**config.mk**
```make
export PLATFORM = sky130hd
export DESIGN_NAME = delay_prime_rx
export DESIGN_NICKNAME = d
export VERILOG_FILES = /design/src/rtl/delay_pkg.sv /design/src/rtl/skid_buffer.sv /design/src/rtl/delay_prime_rx.sv
export SDC_FILE = /design/constraint.sdc
export NUM_CORES = 1
export LEC_CHECK = 0
export BUFFER_PORTS_ARGS = -buffer_cell sky130_fd_sc_hd__buf_4
export CAP_MARGIN = 20
export CORE_MARGIN = 4
export CORE_UTILIZATION = 60
export CTS_BUF_LIST = sky130_fd_sc_hd__clkbuf_8
export DETAILED_ROUTE_END_ITERATION = 16
export PLACE_DENSITY = 0.86
export SLEW_MARGIN = 20
export SYNTH_ARGS = -nofsm -noshare
export SYNTH_HDL_FRONTEND = slang
export SYNTH_HIERARCHICAL = 1
export SYNTH_SLANG_ARGS = --single-unit
export TNS_END_PERCENT = 50
```
**constraint.sdc**
```tcl
create_clock -name clk_i -period 2.3 [get_ports clk_i]
set_clock_uncertainty 0.15 [all_clocks]
set_input_delay 0.23 -clock clk_i [delete_from_list [all_inputs] [get_ports clk_i]]
set_output_delay 0.23 -clock clk_i [all_outputs]
set_load 0.1 [all_outputs]
```
**src/rtl/delay_pkg.sv**
```systemverilog
`default_nettype none
// ============================================================================
//  Package     : delay_pkg
//  Description : Shared types and helpers for the delay-line priming receiver.
//                Holds the receiver state encoding and the drop-counter width
//                function.
//  Revision    : 1.0 - initial release
// ============================================================================
package delay_pkg;

    // Receiver operating state: discard stale beats, then forward.
    typedef enum logic [0:0] {
        PRIMING = 1'b0,
        STREAM  = 1'b1
    } state_e;

    // Width of a counter that must reach 'depth'. A zero depth still needs one
    // bit so the counter register is never zero-width.
    function automatic int cnt_width(input int depth);
        return (depth < 1) ? 1 : $clog2(depth + 1);
    endfunction

endpackage : delay_pkg
`default_nettype wire

```
**src/rtl/skid_buffer.sv**
```systemverilog
`default_nettype none
// ============================================================================
//  Module      : skid_buffer
//  Description : Two-entry ready/valid pipeline stage (main + skid register).
//                Downstream is driven straight from the main register, and the
//                upstream ready is registered: it is simply "skid not full".
//                A synchronous clear empties both entries.
//  Revision    : 1.0 - initial release
// ============================================================================
module skid_buffer #(
    parameter int width_p = 8
) (
    input  logic               clk_i,
    input  logic               reset_i,
    input  logic               clear_i,
    // upstream side
    input  logic               valid_i,
    input  logic [width_p-1:0] data_i,
    output logic               ready_o,
    // downstream side
    output logic               valid_o,
    output logic [width_p-1:0] data_o,
    input  logic               ready_i
);

    logic               main_v_q, main_v_d;
    logic [width_p-1:0] main_q,   main_d;
    logic               skid_v_q, skid_v_d;
    logic [width_p-1:0] skid_q,   skid_d;
    logic               ready_q,  ready_d;

    logic up_xfer;
    logic down_xfer;

    assign up_xfer   = valid_i  & ready_q;
    assign down_xfer = main_v_q & ready_i;

    // Next-state for both entries. ready_q is low whenever the skid entry is
    // full, so an upstream transfer can never arrive while skid is occupied.
    always_comb begin
        main_v_d = main_v_q;
        main_d   = main_q;
        skid_v_d = skid_v_q;
        skid_d   = skid_q;

        if (clear_i) begin
            main_v_d = 1'b0;
            main_d   = '0;
            skid_v_d = 1'b0;
            skid_d   = '0;
        end else if (!main_v_q || down_xfer) begin
            // Main slot frees up this cycle: refill from skid first to keep order.
            if (skid_v_q) begin
                main_v_d = 1'b1;
                main_d   = skid_q;
                skid_v_d = 1'b0;
            end else begin
                main_v_d = up_xfer;
                if (up_xfer) begin
                    main_d = data_i;
                end
            end
        end else if (up_xfer) begin
            // Main is stalled: the in-flight beat parks in the skid register.
            skid_v_d = 1'b1;
            skid_d   = data_i;
        end

        ready_d = ~skid_v_d;
    end

    // Buffer registers; ready stays low while reset is held.
    always_ff @(posedge clk_i or posedge reset_i) begin
        if (reset_i) begin
            main_v_q <= 1'b0;
            main_q   <= '0;
            skid_v_q <= 1'b0;
            skid_q   <= '0;
            ready_q  <= 1'b0;
        end else begin
            main_v_q <= main_v_d;
            main_q   <= main_d;
            skid_v_q <= skid_v_d;
            skid_q   <= skid_d;
            ready_q  <= ready_d;
        end
    end

    assign ready_o = ready_q;
    assign valid_o = main_v_q;
    assign data_o  = main_q;

endmodule : skid_buffer
`default_nettype wire

```
**src/rtl/delay_prime_rx.sv**
```systemverilog
`default_nettype none
// ============================================================================
//  Module      : delay_prime_rx
//  Description : Receiver for a delay line that emits delay_p stale beats
//                after reset or flush. In PRIMING every valid beat is accepted
//                and discarded until delay_p have been counted; in STREAM beats
//                are forwarded through a two-entry skid buffer.
//  Revision    : 1.0 - initial release
// ============================================================================
module delay_prime_rx
    import delay_pkg::*;
#(
    parameter int width_p = 8,
    parameter int delay_p = 8
) (
    input  logic               clk_i,
    input  logic               reset_i,
    input  logic               flush_i,
    input  logic               valid_i,
    input  logic [width_p-1:0] data_i,
    output logic               ready_o,
    output logic               valid_o,
    output logic [width_p-1:0] data_o,
    input  logic               ready_i,
    output logic               primed_o
);

    localparam int               CNT_W       = cnt_width(delay_p);
    localparam logic [CNT_W-1:0] CNT_MAX     = CNT_W'(delay_p);
    localparam logic [CNT_W-1:0] CNT_ONE     = CNT_W'(1);
    // With nothing to discard the receiver starts out already streaming.
    localparam state_e           START_STATE = (delay_p == 0) ? STREAM : PRIMING;

    state_e           state_q;
    logic [CNT_W-1:0] cnt_q;
    logic [CNT_W-1:0] cnt_inc;
    logic             primed_q;

    logic             sb_ready;
    logic             sb_valid_in;
    logic             up_xfer;

    // The buffer is empty throughout PRIMING, so its registered ready is high
    // there and serves as the upstream ready in both states.
    assign up_xfer     = valid_i & sb_ready;
    assign sb_valid_in = valid_i & (state_q == STREAM) & ~flush_i;
    assign cnt_inc     = cnt_q + CNT_ONE;

    // Priming state machine: counts dropped beats; flush overrides everything.
    always_ff @(posedge clk_i or posedge reset_i) begin
        if (reset_i) begin
            state_q  <= START_STATE;
            cnt_q    <= '0;
            primed_q <= 1'b0;
        end else if (flush_i) begin
            state_q  <= START_STATE;
            cnt_q    <= '0;
            primed_q <= 1'b0;
        end else begin
            case (state_q)
                PRIMING: begin
                    if (up_xfer) begin
                        cnt_q <= cnt_inc;
                        if (cnt_inc == CNT_MAX) begin
                            state_q  <= STREAM;
                            primed_q <= 1'b1;
                        end
                    end
                end
                STREAM: begin
                    // Counter parks at delay_p; primed follows the state.
                    primed_q <= 1'b1;
                end
                default: begin
                    state_q  <= START_STATE;
                    primed_q <= 1'b0;
                end
            endcase
        end
    end

    skid_buffer #(
        .width_p (width_p)
    ) u_skid (
        .clk_i   (clk_i),
        .reset_i (reset_i),
        .clear_i (flush_i),
        .valid_i (sb_valid_in),
        .data_i  (data_i),
        .ready_o (sb_ready),
        .valid_o (valid_o),
        .data_o  (data_o),
        .ready_i (ready_i)
    );

    assign ready_o  = sb_ready;
    assign primed_o = primed_q;

endmodule : delay_prime_rx
`default_nettype wire

```
### Word level (Yosys, flattened, before mapping)

Index checks and enable logic that the tools add are counted.

| word-level totals | value |
|---|---|
| bits in registers | 25 |
| bits of input ports | 13 |
| logic and storage cells | 55 |

| cells by class | value |
|---|---|
| $add $sub $neg | 1 |
| eq/ne operators | 5 |
| mux-type cells | 23 |
| bitwise logic cells | 8 |
| reduce and logical (&&, ||, !) cells | 10 |

Operator list:

| cell | number |
|---|---|
| 8-bit 2-to-1 mux | 6 |
| 1-bit 2-to-1 mux | 13 |
| 4-bit 2-to-1 mux | 3 |
| 2-bit AND reduction | 4 |
| 3-bit inequality test, second input constant | 2 |
| 2-bit nonzero test | 3 |
| 1-bit bitwise AND | 5 |
| 4-bit by 1-bit adder with 4-bit output, second input constant | 1 |
| 4-bit == test, second input constant | 1 |
| 2-bit inequality test, second input constant | 2 |
| 1-bit NOT | 3 |
| 3-bit nonzero test | 1 |
| 1-bit one-hot mux with 2 select lines | 1 |
| 1-bit zero test | 1 |
| 1-bit logical OR | 1 |

### Depth between registers and ports, before layout

| depth | value |
|---|---|
| depth after elaboration | 7 |
| gate-level depth with buffers | 5 |

### Cells and area by module

The synthesis kept the hierarchy.

Modules (own cells, without submodules):

| module | times used | cells each | area an instance (µm²) | sequential area each (µm²) |
|---|---|---|---|---|
| skid_buffer | 1 | 66 | 882.1 | 475.5 |
| delay_prime_rx | 1 | 29 | 309.0 | 150.1 |

### Worst setup path before layout

OpenSTA, ideal clock, no wires.

| timing path | value |
|---|---|
| kind | flip-flop to flip-flop |
| start point | reg u_skid.ready_q, in the netlist u_skid/ready_o |
| end point | reg u_skid.ready_q, in the netlist u_skid/ready_o |
| setup time | 135 ps |
| arrival time | 1728 ps |
| slack | 287 ps |
| cell stages (with the launch flop) | 3 |
| path buffers | 0 |
| period minus slack after synthesis | 2013 ps |
| cell sequence | dfrtp_1 > a21oi_2 > or3_4 |

| between the ends | value |
|---|---|
| cells in the longest elaborated chain, start to end | 5 |

RTL lines:

| what | RTL line | text |
|---|---|---|
| from (decl) | skid_buffer.sv:30 | `logic ready_q, ready_d;` |
| from (signal assigned) | skid_buffer.sv:85 | `ready_q <= ready_d;` |
| 1-bit bitwise AND | skid_buffer.sv:35 | `assign up_xfer = valid_i & ready_q;` |
| 1-bit 2-to-1 mux | skid_buffer.sv:63 | `end else if (up_xfer) begin` |
| 1-bit 2-to-1 mux | skid_buffer.sv:51 | `end else if (!main_v_q \|\| down_xfer) begin` |
| 1-bit 2-to-1 mux | skid_buffer.sv:46 | `if (clear_i) begin` |
| 1-bit NOT | skid_buffer.sv:69 | `ready_d = ~skid_v_d;` |
| named net u_skid.ready_d | skid_buffer.sv:30 |  |

The timed path passes the listed nets, and every way through them passes these cells.
A chain may end at the register's enable or synchronous reset.

### Final worst setup path

| timing path | value |
|---|---|
| start point | reg u_skid.main_v_q, in the netlist u_skid/valid_o |
| end point | reg u_skid.skid_q[7] |

| between the ends | value |
|---|---|
| cells in the longest elaborated chain, start to end | 4 |
| elaborated cells between the ends (all ways) | 5 |
| classes of those cells | 1 x eq/ne; 1 x bitwise; 3 x reduce/logical |

RTL lines:

| what | RTL line | text |
|---|---|---|
| from (decl) | skid_buffer.sv:26 | `logic main_v_q, main_v_d;` |
| from (signal assigned) | skid_buffer.sv:81 | `main_v_q <= main_v_d;` |
| 1-bit bitwise AND or 1-bit zero test (tied branches) | skid_buffer.sv:36, skid_buffer.sv:51 |  |
| 1-bit logical OR * | skid_buffer.sv:51 |  |
| 2-bit inequality test (no line) * | - |  |
| 2-bit AND reduction (no line) * | - |  |
| to (signal assigned) | skid_buffer.sv:84 | `skid_q <= skid_d;` |
| to (decl) | skid_buffer.sv:29 | `logic [width_p-1:0] skid_q, skid_d;` |

Mark *: on every way between the ends. The rest lies on a longest branch, timed or not.

==> run summary <==
synth cell count leaders -> sky130_fd_sc_hd__dfrtp_1 (25), sky130_fd_sc_hd__mux2i_1 (9), sky130_fd_sc_hd__a22o_1 (8), sky130_fd_sc_hd__a21o_1 (7), sky130_fd_sc_hd__nor4_1 (7)
sort of element at the end of the critical path -> flip-flop
Main synth FF type -> sky130_fd_sc_hd__dfrtp_1
number of hold violations in the final report -> 0
cell row count -> 15
die boundary width -> 52.56 um
Routed WL per cell -> 16.74 um
Inserted Diodes -> 0
clock tree from TritonCTS -> done
crit start category -> flip-flop
post-CTS setup buffers -> 0
io pins -> 24
detailed-route DRC error count -> 0
growth of design area from synthesis to finish -> 19.22%
final worst-path cycle share -> 77.59%
WP data required -> 2.30 ns
half-perimeter wire length after placement -> 1832 um
setup tns final -> 0 ns
first-pass detailed-route iteration total -> 4
starting utilization of the core area -> 66.11%
worst slew pin tran -> 0.7155 ns
combined global-route utilization of all metal layers -> 19.47%
overall power of the completed layout -> 0.0007548 W
number of synthesized register bits -> 25
pins over their slew limit -> 0
Resized cells post-CTS -> 0
final weighted congestion in routability-driven placement -> 0.7448
number of buffers created by CTS -> 3
pin count of the biggest net entering global routing -> 21
total length of routed wires -> 2428 um
max-capacitance violation count -> 0
post-detailed-route via-to-cell ratio -> 6.090
sum of overflow across all layers after global routing -> 0
share of the synthesized area in the top cell type -> 52.52%
setup repair after global routing missed its margin -> no
number of antenna violations at the first check in global routing -> 0
CTS H-tree depth -> 1
Die ar. -> 0.002762 mm^2
Vias -> 883
total number of clock tree sinks -> 25
Setup CP Type -> flip-flop to flip-flop
clock latency at the later pin of the worst-skew pair -> 0.26 ns
most area-hungry cell type in the Yosys netlist -> sky130_fd_sc_hd__dfrtp_1
fraction of layout instances using a drive strength above 1 -> 30.00%
Yosys Warn Count -> 6
count of nets after finishing -> 135
clk slew on worst S/H paths -> 0.08 ns
IR drop worst, VDD -> 516.1 uV
Tmin final -> 1.785 ns
Hold Path Class -> input port to flip-flop
Detailed Route Iter0 Violations -> 23
largest buffer count on any clock path -> 2
number of enable-type register cells in the synthesized netlist -> 0
status -> complete, no violations
Synth Instances -> 95
largest driver fanout on the critical path -> 8
global-route wire length before repair -> 3884 um
Slew headroom -> 52.25%
number of routed nets with antenna violations -> 0
number of setup violations in the final report -> 0
Floorplan Core Area -> 0.001802 mm^2
cell types occupying the most area after synthesis -> sky130_fd_sc_hd__dfrtp_1 (53%), sky130_fd_sc_hd__mux2i_1 (7.6%), sky130_fd_sc_hd__a22o_1 (5.9%)
share of flip-flops with an asynchronous set or reset -> 100.0%
achievable frequency -> 560.4 MHz
Synthesized Nets -> 109
layout filler cell count -> 123
number of global-route vias before repair -> 827
post-synthesis average cell area -> 12.54 um^2
library cell with the highest instance count after synthesis -> sky130_fd_sc_hd__dfrtp_1
fraction of the yosys area taken by sequential cells -> 52.52%
Critical Path AT -> 1.79 ns
# port buffers -> 23
Mapped Area -> 0.001191 mm^2
PD cells -> 531.5 mW/mm^2
height of the die -> 52.56 um
Static Leakage -> 0.7146 nW
number of unique standard cell types used by synthesis -> 31
cell at the root of the clock tree -> sky130_fd_sc_hd__clkbuf_8
CTS Hold Bufs -> 1
[cells by family after synthesis]
kind of cell,Yosys count,share of synthesized area (%)
AOI/OAI and AO/OA,26,18.80
DFF,25,52.52
and+or+nand+nor,24,14.08
muxes,9,7.563
buffers and inverters,7,3.781
xor gates and xnor gates,3,2.206
adders and majority gates,1,1.050
[worst max-delay path: stages (launching register included)]
cell	delay [ns]
sky130_fd_sc_hd__dfrtp_1	0.39
sky130_fd_sc_hd__nor2b_1	0.60
sky130_fd_sc_hd__a31oi_4	0.24
sky130_fd_sc_hd__a22o_1	0.29
[per-layer routing]
layer  part of all wire, %  global-route usage [%]
met1                    43                   25.33
met2                    50                   32.64
met3                   6.1                   4.274
met4                     0                   5.106
met5                     0                       0
[sequential cells by signal (all words and copies together), names as in the netlist]
signal           flops
state_q              1
u_skid/valid_o       1
u_skid/skid_v_q      1
primed_o             1
cnt_q                4
u_skid/ready_o       1
u_skid/data_o        8
u_skid/skid_q        8
[stage by stage]
stage	hold slack (ns)	cells	setup WS, ns	cell area (um^2)	utilization, %
floorplan	-0.1290	95	0.2867	1191	-
global placement	0.01570	140	0.4438	1365	75.76
detailed placement	0.03171	140	0.3589	1365	75.76
CTS	0.03543	145	0.5460	1420	78.82
global route	0.04062	145	0.4393	1420	78.82
finish	0.03974	145	0.5154	1420	78.82
[cells in the final DEF, fill, tap and decap left out, drive strengths merged]
cell type / n
mux2i: 9
xor2: 3
nand2: 2
clkbuf: 3
o21ai: 1
nor2: 5
nor2b: 1
nand3: 2
a31oi: 1
a21o: 8
dlygate4sd3: 1
a311oi: 1
nor4: 7
nand2b: 1
inv: 5
buf: 23
ha: 1
nand3b: 1
dfrtp: 25
or2b: 1
nor3: 1
nand4b: 1
o32ai: 2
a21oi: 5
a22o: 8
or3: 2
[cell type report]
| type | instances | area, um^2 | area share [%] |
|---|---|---|---|
| clock buffers | 3 | 41.29 | 2.907 |
| clock inverters | 1 | 3.754 | 0.2643 |
| inverters | 4 | 15.01 | 1.057 |
| multi-input cells | 63 | 520.5 | 36.65 |
| flip-flops and latches | 25 | 625.6 | 44.05 |
| well taps | 25 | 31.28 | 2.203 |
| repair buffers | 24 | 182.7 | 12.86 |
[report_power, final]
part	internal [W]	switching [W]	total, W
registers	0.000443	0.00000422	0.000447
logic	0.0000258	0.0000340	0.0000598
clock network	0.000119	0.000129	0.000248
total	0.000588	0.000167	0.000755
[path summary, 6_finish.rpt]
check                                             start                      endpoint  slack (ns)  depth (start not counted)
max reg2reg                  u_skid/valid_o$_DFFE_PP0P_  u_skid/skid_q[7]$_DFFE_PP0P_        0.52                          3
max in group asynchronous                       reset_i  u_skid/data_o[0]$_DFFE_PP0P_        1.04                          3
min                                           data_i[6]  u_skid/skid_q[6]$_DFFE_PP0P_        0.04                          2
max                          u_skid/valid_o$_DFFE_PP0P_  u_skid/skid_q[7]$_DFFE_PP0P_        0.52                          3
min in group asynchronous                       reset_i          cnt_q[0]$_DFFE_PP0P_        0.30                          3
min reg2reg                u_skid/data_o[4]$_DFFE_PP0P_  u_skid/data_o[4]$_DFFE_PP0P_        0.33                          1
(Power assumes the default switching activity.)
